### config.mk
export PLATFORM = sky130hd
export DESIGN_NAME = modbus_req_decoder
export DESIGN_NICKNAME = d
export VERILOG_FILES = /design/src/rtl/modbus_req_decoder.sv
export SDC_FILE = /design/constraint.sdc
export NUM_CORES = 1
export LEC_CHECK = 0
export BUFFER_PORTS_ARGS = -buffer_cell sky130_fd_sc_hd__buf_2
export CAP_MARGIN = 5
export CORE_ASPECT_RATIO = 1.2
export CORE_MARGIN = 2
export CORE_UTILIZATION = 30
export CTS_BUF_LIST = sky130_fd_sc_hd__clkbuf_2
export CTS_CLUSTER_DIAMETER = 120
export CTS_CLUSTER_SIZE = 25
export DETAILED_ROUTE_END_ITERATION = 8
export SLEW_MARGIN = 20
export SYNTH_ARGS = -nofsm -noshare
export SYNTH_HDL_FRONTEND = slang
export SYNTH_SLANG_ARGS = --single-unit
### constraint.sdc
create_clock -name clk -period 2.65 [get_ports clk]
set_input_delay 0.6625 -clock clk [delete_from_list [all_inputs] [get_ports clk]]
set_output_delay 0.6625 -clock clk [all_outputs]
set_load 0.1 [all_outputs]
### src/rtl/modbus_req_decoder.sv
// Modbus RTU function 03h request decoder: captures header bytes from aRx,
// validates them, and reports an error class. Broadcast: `MODBUS_BROADCAST_EN.
module modbus_req_decoder #(
    parameter logic [7:0]  FUNC_CODE = 8'h03,
    parameter int unsigned MAX_QNTY  = 125,
    parameter int unsigned MIN_BYTES = 6
) (
    input  logic        clk,
    input  logic        cmdRegsRst,
    input  logic [7:0]  iNodeID,
    input  logic [7:0]  iRxData,
    input  logic [3:0]  iRxByte,
    input  logic        iRxDataReady,
    input  logic        iRxAction,
    input  logic        iRxCrcErr,
    output logic [7:0]  oNodeId,
    output logic [7:0]  oFunc,
    output logic [15:0] oStartAddr,
    output logic [15:0] oRegsQnty,
    output logic        oStopRequest,
    output logic        oBroadcast,
    output logic [2:0]  oErrCode,
    output logic [7:0]  oExcepCode,
    output logic        oReqValid
);

    typedef enum logic [1:0] {
        IDLE,
        RECV,
        CHECK,
        DONE
    } state_t;

    state_t state;
    state_t state_nx;

    logic                 rdy_q;
    logic                 act_q;
    logic                 stb;
    logic                 cap_en;
    logic                 node_ok;
    logic                 is_bcast;
    logic [MIN_BYTES-1:0] mask;
    logic [16:0]          span;
    logic [2:0]           err_nx;
    logic [7:0]           excep_nx;
    logic                 bcast_nx;

    assign stb    = iRxDataReady & ~rdy_q;
    assign cap_en = stb & (state == RECV);
    assign span   = {1'b0, oStartAddr} + {1'b0, oRegsQnty};

`ifdef MODBUS_BROADCAST_EN
    assign is_bcast = (oNodeId == 8'h00);
`else
    assign is_bcast = 1'b0;
`endif

    assign node_ok = (oNodeId == iNodeID) | is_bcast;

    // Frame-start detection is edge based so a reset mid-frame
    // waits for the next frame rather than decoding the tail.
    always_comb begin
        state_nx = state;
        case (state)
            IDLE:    if (iRxAction & ~act_q) state_nx = RECV;
            RECV:    if (!iRxAction) state_nx = CHECK;
            CHECK:   state_nx = DONE;
            DONE:    state_nx = DONE;
            default: state_nx = IDLE;
        endcase
    end

    always_ff @(posedge clk or posedge cmdRegsRst) begin
        if (cmdRegsRst) state <= IDLE;
        else            state <= state_nx;
    end

    always_comb begin
        err_nx = 3'd0;
        if (iRxCrcErr || !node_ok || oStopRequest || !(&mask))
            err_nx = 3'd1;
        else if (oFunc != FUNC_CODE)
            err_nx = 3'd2;
        else if (oRegsQnty == 16'd0 || oRegsQnty > 16'(MAX_QNTY))
            err_nx = 3'd3;
        else if (span > 17'h10000)
            err_nx = 3'd4;
    end

    always_comb begin
        excep_nx = 8'h00;
        unique case (1'b1)
            (err_nx == 3'd1): excep_nx = 8'h04;
            (err_nx == 3'd2): excep_nx = 8'h01;
            (err_nx == 3'd3): excep_nx = 8'h03;
            (err_nx == 3'd4): excep_nx = 8'h02;
            default:          excep_nx = 8'h00;
        endcase
    end

    always_comb begin
        bcast_nx = 1'b0;
        if (is_bcast && (&mask))
            bcast_nx = 1'b1;
    end

    always_ff @(posedge clk or posedge cmdRegsRst) begin
        if (cmdRegsRst) begin
            rdy_q        <= 1'b0;
            act_q        <= 1'b1;
            mask         <= '0;
            oNodeId      <= 8'h00;
            oFunc        <= 8'h00;
            oStartAddr   <= 16'h0000;
            oRegsQnty    <= 16'h0000;
            oStopRequest <= 1'b0;
            oBroadcast   <= 1'b0;
            oErrCode     <= 3'd0;
            oExcepCode   <= 8'h00;
            oReqValid    <= 1'b0;
        end else begin
            rdy_q     <= iRxDataReady;
            act_q     <= iRxAction;
            oReqValid <= (state == CHECK);
            if (cap_en) begin
                case (iRxByte)
                    4'd0: begin oNodeId <= iRxData;          mask[0] <= 1'b1; end
                    4'd1: begin oFunc <= iRxData;            mask[1] <= 1'b1; end
                    4'd2: begin oStartAddr[15:8] <= iRxData; mask[2] <= 1'b1; end
                    4'd3: begin oStartAddr[7:0] <= iRxData;  mask[3] <= 1'b1; end
                    4'd4: begin oRegsQnty[15:8] <= iRxData;  mask[4] <= 1'b1; end
                    4'd5: begin oRegsQnty[7:0] <= iRxData;   mask[5] <= 1'b1; end
                    default: ;
                endcase
            end
            if (cap_en && iRxByte == 4'd1 && !node_ok)
                oStopRequest <= 1'b1;
            if (state == CHECK) begin
                oErrCode   <= err_nx;
                oExcepCode <= excep_nx;
                oBroadcast <= bcast_nx;
            end
        end
    end

endmodule

After elaboration in Yosys (flattened, before gate mapping)
Index checks and enable logic that the tools add are counted.

word-level totals
  register bits after elaboration = 71
  input bits = 25
  output and inout port bits = 62

operators by class
  $add $sub $neg = 1
  order comparisons = 2
  equal/unequal tests = 16
  muxes and demuxes = 8
  bitwise operators = 5
  reduce and logical (&&, ||, !) cells = 20

operators by type and width
  kind                    number
  $add A16 B16 Y17        1
  $gt A17 B17 Y1 const B  1
  $gt A16 B7 Y1 const B   1
  $logic_not A16 Y1       1
  $reduce_and A2 Y1       7
  $mux W3                 4
  $pmux W3 S4             1
  $eq A4 B2 Y1 const B    2
  $eq A4 B3 Y1 const B    2
  $eq A8 B8 Y1            1
  $ne A8 B2 Y1 const B    1
  $eq A3 B2 Y1 const B    2
  $pmux W2 S3             1
  $reduce_and A6 Y1       1
  $eq A2 B2 Y1 const B    2
  $eq A4 B1 Y1 const B    1
  $logic_not A4 Y1        1
  $logic_or A1 B1 Y1      4
  $mux W2                 2
  $ne A2 B2 Y1 const B    2
  $and A1 B1 Y1           3
  $eq A3 B1 Y1 const B    1
  $eq A3 B3 Y1 const B    1
  $eq A2 B1 Y1 const B    1
  other kinds (5)         8

Depth between registers and ports, before layout
  word-level depth = 8
  gate-level depth with buffers = 10

Worst setup path after synthesis
Ideal clock, no wire load.

  kind = flip-flop to flip-flop
  start = register oRegsQnty[4]
  end = register oErrCode[2]
  setup time = 0.126 ns
  arrival time = 2.957 ns
  slack = -0.433 ns
  stages on the path, launching flop included = 11
  path buffers = 1
  clock period less this slack = 3.083 ns
  cell sequence = dfrtp_1 -> ha_1 -> clkbuf_2 -> inv_1 -> o21ai_2 -> nor4_2 -> a211oi_1 -> mux2_4 -> nor4_2 -> a21boi_2 -> mux2_4

on the way
  word-level cells in the longest chain between the ends = 6
  elaborated cells on any way between the ends = 9
  those cells by class = add/sub: 1; order compare: 2; mux: 4; reduce/logical: 2

ends and longest elaborated chain
  item                      line  text
  start: declaration        19    output logic [15:0] oRegsQnty,
  start signal: assignment  116   oRegsQnty <= 16'h0000;
  start signal: assignment  133   4'd5: begin oRegsQnty[7:0] <= iRxData; mask[5] <= 1'b1; end
  $add A16 B16 Y17          51    assign span = {1'b0, oStartAddr} + {1'b0, oRegsQnty};
  $gt A17 B17 Y1            87    else if (span > 17'h10000)
  $mux W3                   87
  $mux W3 *                 85    else if (oRegsQnty == 16'd0 || oRegsQnty > 16'(MAX_QNTY))
  $mux W3 *                 83    else if (oFunc != FUNC_CODE)
  $mux W3 *                 81    if (iRxCrcErr || !node_ok || oStopRequest || !(&mask))
  end signal: assignment    140   oErrCode <= err_nx;
  end: declaration          22    output logic [2:0] oErrCode,

Mark *: on every way between the ends. The rest lies on a longest branch, timed or not.
A chain may end at the register's enable or synchronous reset.

Worst setup path after layout
Same ends and word-level chain as after synthesis.

==> impl_metrics.py <==
metrics = {
    "worst_setup_path": {
        "critical_path.startpoint_type": "register",
        "worst_ep_required_time_ns": 3.09,
        "path_cells": "ha_4 -> inv_1 -> o21ai_4 -> nor4_2 -> a211oi_2 -> mux2_4 -> nor4_4 -> a21boi_2 -> mux2_4",
        "critical_path.max_stage_delay_ns": 0.49,
        "worstSetupEndpointType": "register",
        "cp_slowest_cell": "sky130_fd_sc_hd__dfrtp_2",
        "critical_path.max_fanout": 8,
        "most_common_cell_on_crit_path": "sky130_fd_sc_hd__mux2_4",
        "cp_data_arrival_time_ns": 2.98,
        "path_class": "register to register",
    },
    "grt": {
        "antenna_found_initial": 1,
        "largest_net_degree_at_the_start_of_global_routing": 67,
        "grt_first_pass_wirelength_mm": 16.84,
        "grt.overflow.total": 0,
        "gr-usage-all-layers_pct": 16.23,
        "grt_pass1_vias": 3164,
    },
    "route": {
        "routed-via-count": 3065,
        "route.detailed.vias_per_inst": 5.117,
        "initialDrtViolationCount": 114,
        "wl_met3_um": 389,
        "top_signal_layer_used": "met4",
        "totalWireLength_mm": 10.52,
        "routed_wire_length_per_instance_um": 17.56,
        "met2_wirelength_mm": 5.263,
        "post-route-drc-count": 0,
        "drt.antenna.violating_nets": 0,
        "wirelength_met1_mm": 4.614,
        "drt_first_pass_iters": 5,
    },
    "power": {
        "post-layout-total-power_w": 0.001959,
        "power_density_nw_per_um2": 417.6,
        "static-leakage-power_nw": 2.342,
        "ir_worst_vdd_mv": 0.2920,
    },
    "place": {
        "portBuffers": 80,
        "placement_stage_cell_area_um2": 4542,
        "dpl.hpwl_mm": 8.052,
        "place.gp.congestion": 0.9519,
    },
    "logic_synthesis": {
        "yosys.cell_count.top_type": "sky130_fd_sc_hd__dfrtp_1",
        "post_synth.cell_area_avg_um2": 11.37,
        "synth.yosys.seq_area_share_pct": 44.33,
        "synth_seq_cells": 66,
        "synth_edf_count": 0,
        "synth.distinct_cells": 67,
        "syn-cell-area_um2": 3729,
        "synthCells": 328,
        "synth_async_sr_flop_share_pct": 100.0,
        "synth-main-ff-cell": "sky130_fd_sc_hd__dfrtp_1",
        "ys.warnings.count": 0,
        "synthDominantCellAreaShare_pct": 43.62,
        "synth.area.top_cells": "sky130_fd_sc_hd__dfrtp_1, sky130_fd_sc_hd__mux2_2, sky130_fd_sc_hd__ha_1, sky130_fd_sc_hd__a21o_1, sky130_fd_sc_hd__xor2_1",
        "synth_area_leader_cell": "sky130_fd_sc_hd__dfrtp_1",
        "synth_common_cells": "sky130_fd_sc_hd__dfrtp_1, sky130_fd_sc_hd__mux2_2, sky130_fd_sc_hd__ha_1",
    },
    "finish": {
        "final_area_um2": 4692,
        "nets": 474,
        "post_route_cells_drive_above_1_share_pct": 52.63,
        "areaGrowthSynthToFinish_pct": 25.84,
    },
    "floorplan": {
        "die_h_um": 126.1,
        "num_io_pins": 87,
        "die_area_um2": 13340,
        "die-width_um": 105.8,
        "floorplan.core_area_um2": 12110,
        "number_of_cell_rows": 44,
        "start_util_pct": 30.79,
    },
    "clocking": {
        "cts.root.buffer_cell": "sky130_fd_sc_hd__clkbuf_2",
        "clock-sinks": 66,
        "tritoncts.num_buffers": 9,
        "clk_latency_ns": 0.52,
        "clock_tree.htree_level_count": 3,
        "tritoncts": "built",
        "cts.clk_slew.worst_paths_ns": 0.20,
        "max-clock-path-buffers": 2,
    },
    "flow_run": {
        "cap_viol_max_count": 0,
    },
    "min_path": {
        "hold_path.class": "input pin to async pin",
    },
    "sta": {
        "max_freq_mhz": 393.5,
        "shortest_clock_period_the_worst_path_allows_after_layout_ns": 2.542,
        "setup_violations": 0,
        "final_hold_vios": 0,
        "slew_headroom_pct": 63.48,
        "whs_ns": 0.1794,
        "worst_pin_slew_ns": 0.5463,
        "worst_clock_skew_ns": 0.03153,
        "fin_crit_sh_pct": 95.91,
        "setup_repair_after_global_routing_missed_its_margin": "true",
        "slew_violations": 0,
    },
    "status": {
        "outcome": "finished clean",
    },
}
-- per-stage QoR --
step / setup TNS (ns) / utilization (%) / cells / setup slack, ns
finish: 0 / 38.74 / 599 / 0.1085
global route: -0.003786 / 38.74 / 599 / -0.003786
CTS: 0 / 38.17 / 595 / 0.008348
detailed placement: 0 / 37.50 / 579 / 0.02071
global placement: 0 / 37.50 / 579 / 0.006440
floorplan: -0.01646 / - / 333 / -0.01646
-- metal layers --
| metal | vias to the layer above | GRT usage (%) |
|---|---|---|
| met1 | 1520 | 20.43 |
| met2 | 96 | 27.97 |
| met3 | 17 | 2.640 |
| met4 | 0 | 5.960 |
| li1 | 1432 | - |
| met5 | - | 0 |
-- worst paths after layout --
kind,endpoint,depth (start not counted),startpoint,slack (ns)
worst min register to register,mask[2]$_DFFE_PP0P_,1,mask[2]$_DFFE_PP0P_,0.50
max in group asynchronous,act_q$_DFF_PP1_,3,cmdRegsRst,2.13
worst min-delay path,oErrCode[1]$_DFFE_PP0P_,3,cmdRegsRst,0.18
min in group clk,act_q$_DFF_PP1_,1,iRxAction,0.27
worst max-delay path,oErrCode[2]$_DFFE_PP0P_,9,oRegsQnty[4]$_DFFE_PP0P_,0.11
worst max register to register,oErrCode[2]$_DFFE_PP0P_,9,oRegsQnty[4]$_DFFE_PP0P_,0.11
-- flip-flops by register name, summed over array words and instances (netlist names) --
register and cells:
oRegsQnty 16, oStartAddr 16, oFunc 8, oNodeId 8, mask 6, oErrCode 3, oExcepCode 3, state 2
act_q 1, oReqValid 1, oStopRequest 1, rdy_q 1
-- critical path: cells and delay by family, from the launching register on --
| family | cells | cell delay (ns) |
|---|---|---|
| multiplexers | 2 | 0.60 |
| AO/OA/AOI/OAI | 3 | 0.58 |
| flip-flops | 1 | 0.49 |
| AND/OR/NAND/NOR | 2 | 0.35 |
| adder cells (fa/ha/maj) | 1 | 0.33 |
| buffers and inverters | 1 | 0.13 |
-- power by group --
group          leakage (nW)  internal (W)  switching (W)
Combinational          1.44      0.000108       0.000318
Clock                0.0587      0.000112       0.000363
Sequential            0.841       0.00104      0.0000232
-- cells by family (layout without fill, tap and decap cells) --
family	after synthesis	after routing	share of synthesized area, %
buf+inv	25	129	3.926
flops	66	66	44.33
simple gates	86	86	13.89
compound gates	71	71	13.69
fa+ha+maj	17	17	5.906
mux	51	51	15.57
xor+xnor	11	11	2.584
other cells	1	7	0.1006
-- cell usage in the layout, fill, tap and decap left out, drive strengths merged, types with 2 or more instances in the layout --
cell,netlist,routed
clkinv,1,7
or4,2,2
o22ai,3,3
nand3,7,7
and4,3,3
clkbuf,6,9
nand4b,3,3
a2111oi,2,2
nor3,7,7
a21o,11,11
nor3b,3,3
and3,2,2
a31oi,5,5
nand2,10,10
nor2b,2,2
a21boi,2,2
inv,10,10
nand4,4,4
o21a,2,2
a21oi,14,14
conb,1,6
nor4,8,8
dfrtp,65,65
a311oi,2,2
a211oi,4,4
xor2,9,9
nand2b,9,9
o21ai,13,13
nand3b,2,2
mux2,50,50
or2,3,3
xnor2,2,2
ha,16,16
a211o,3,3
buf,8,102
nor2,15,15
-- what timing repair did --
item | CTS | global route
hold buffers | 0 | 0
setup buffers | 0 | 3
endpoints found under the setup margin | 0 | 2
gates resized for setup | 0 | 9
-- layout make-up --
class,instances,area (um2)
fillers,1259,7420
multi-input cells,242,2096
flip-flops and latches,66,1692
repair buffers,102,578.1
well taps,161,201.4
clock buffers,9,45.04
inverters,11,41.29
clock inverters,7,36.28
diodes,1,2.502
(Power assumes the default switching activity.)
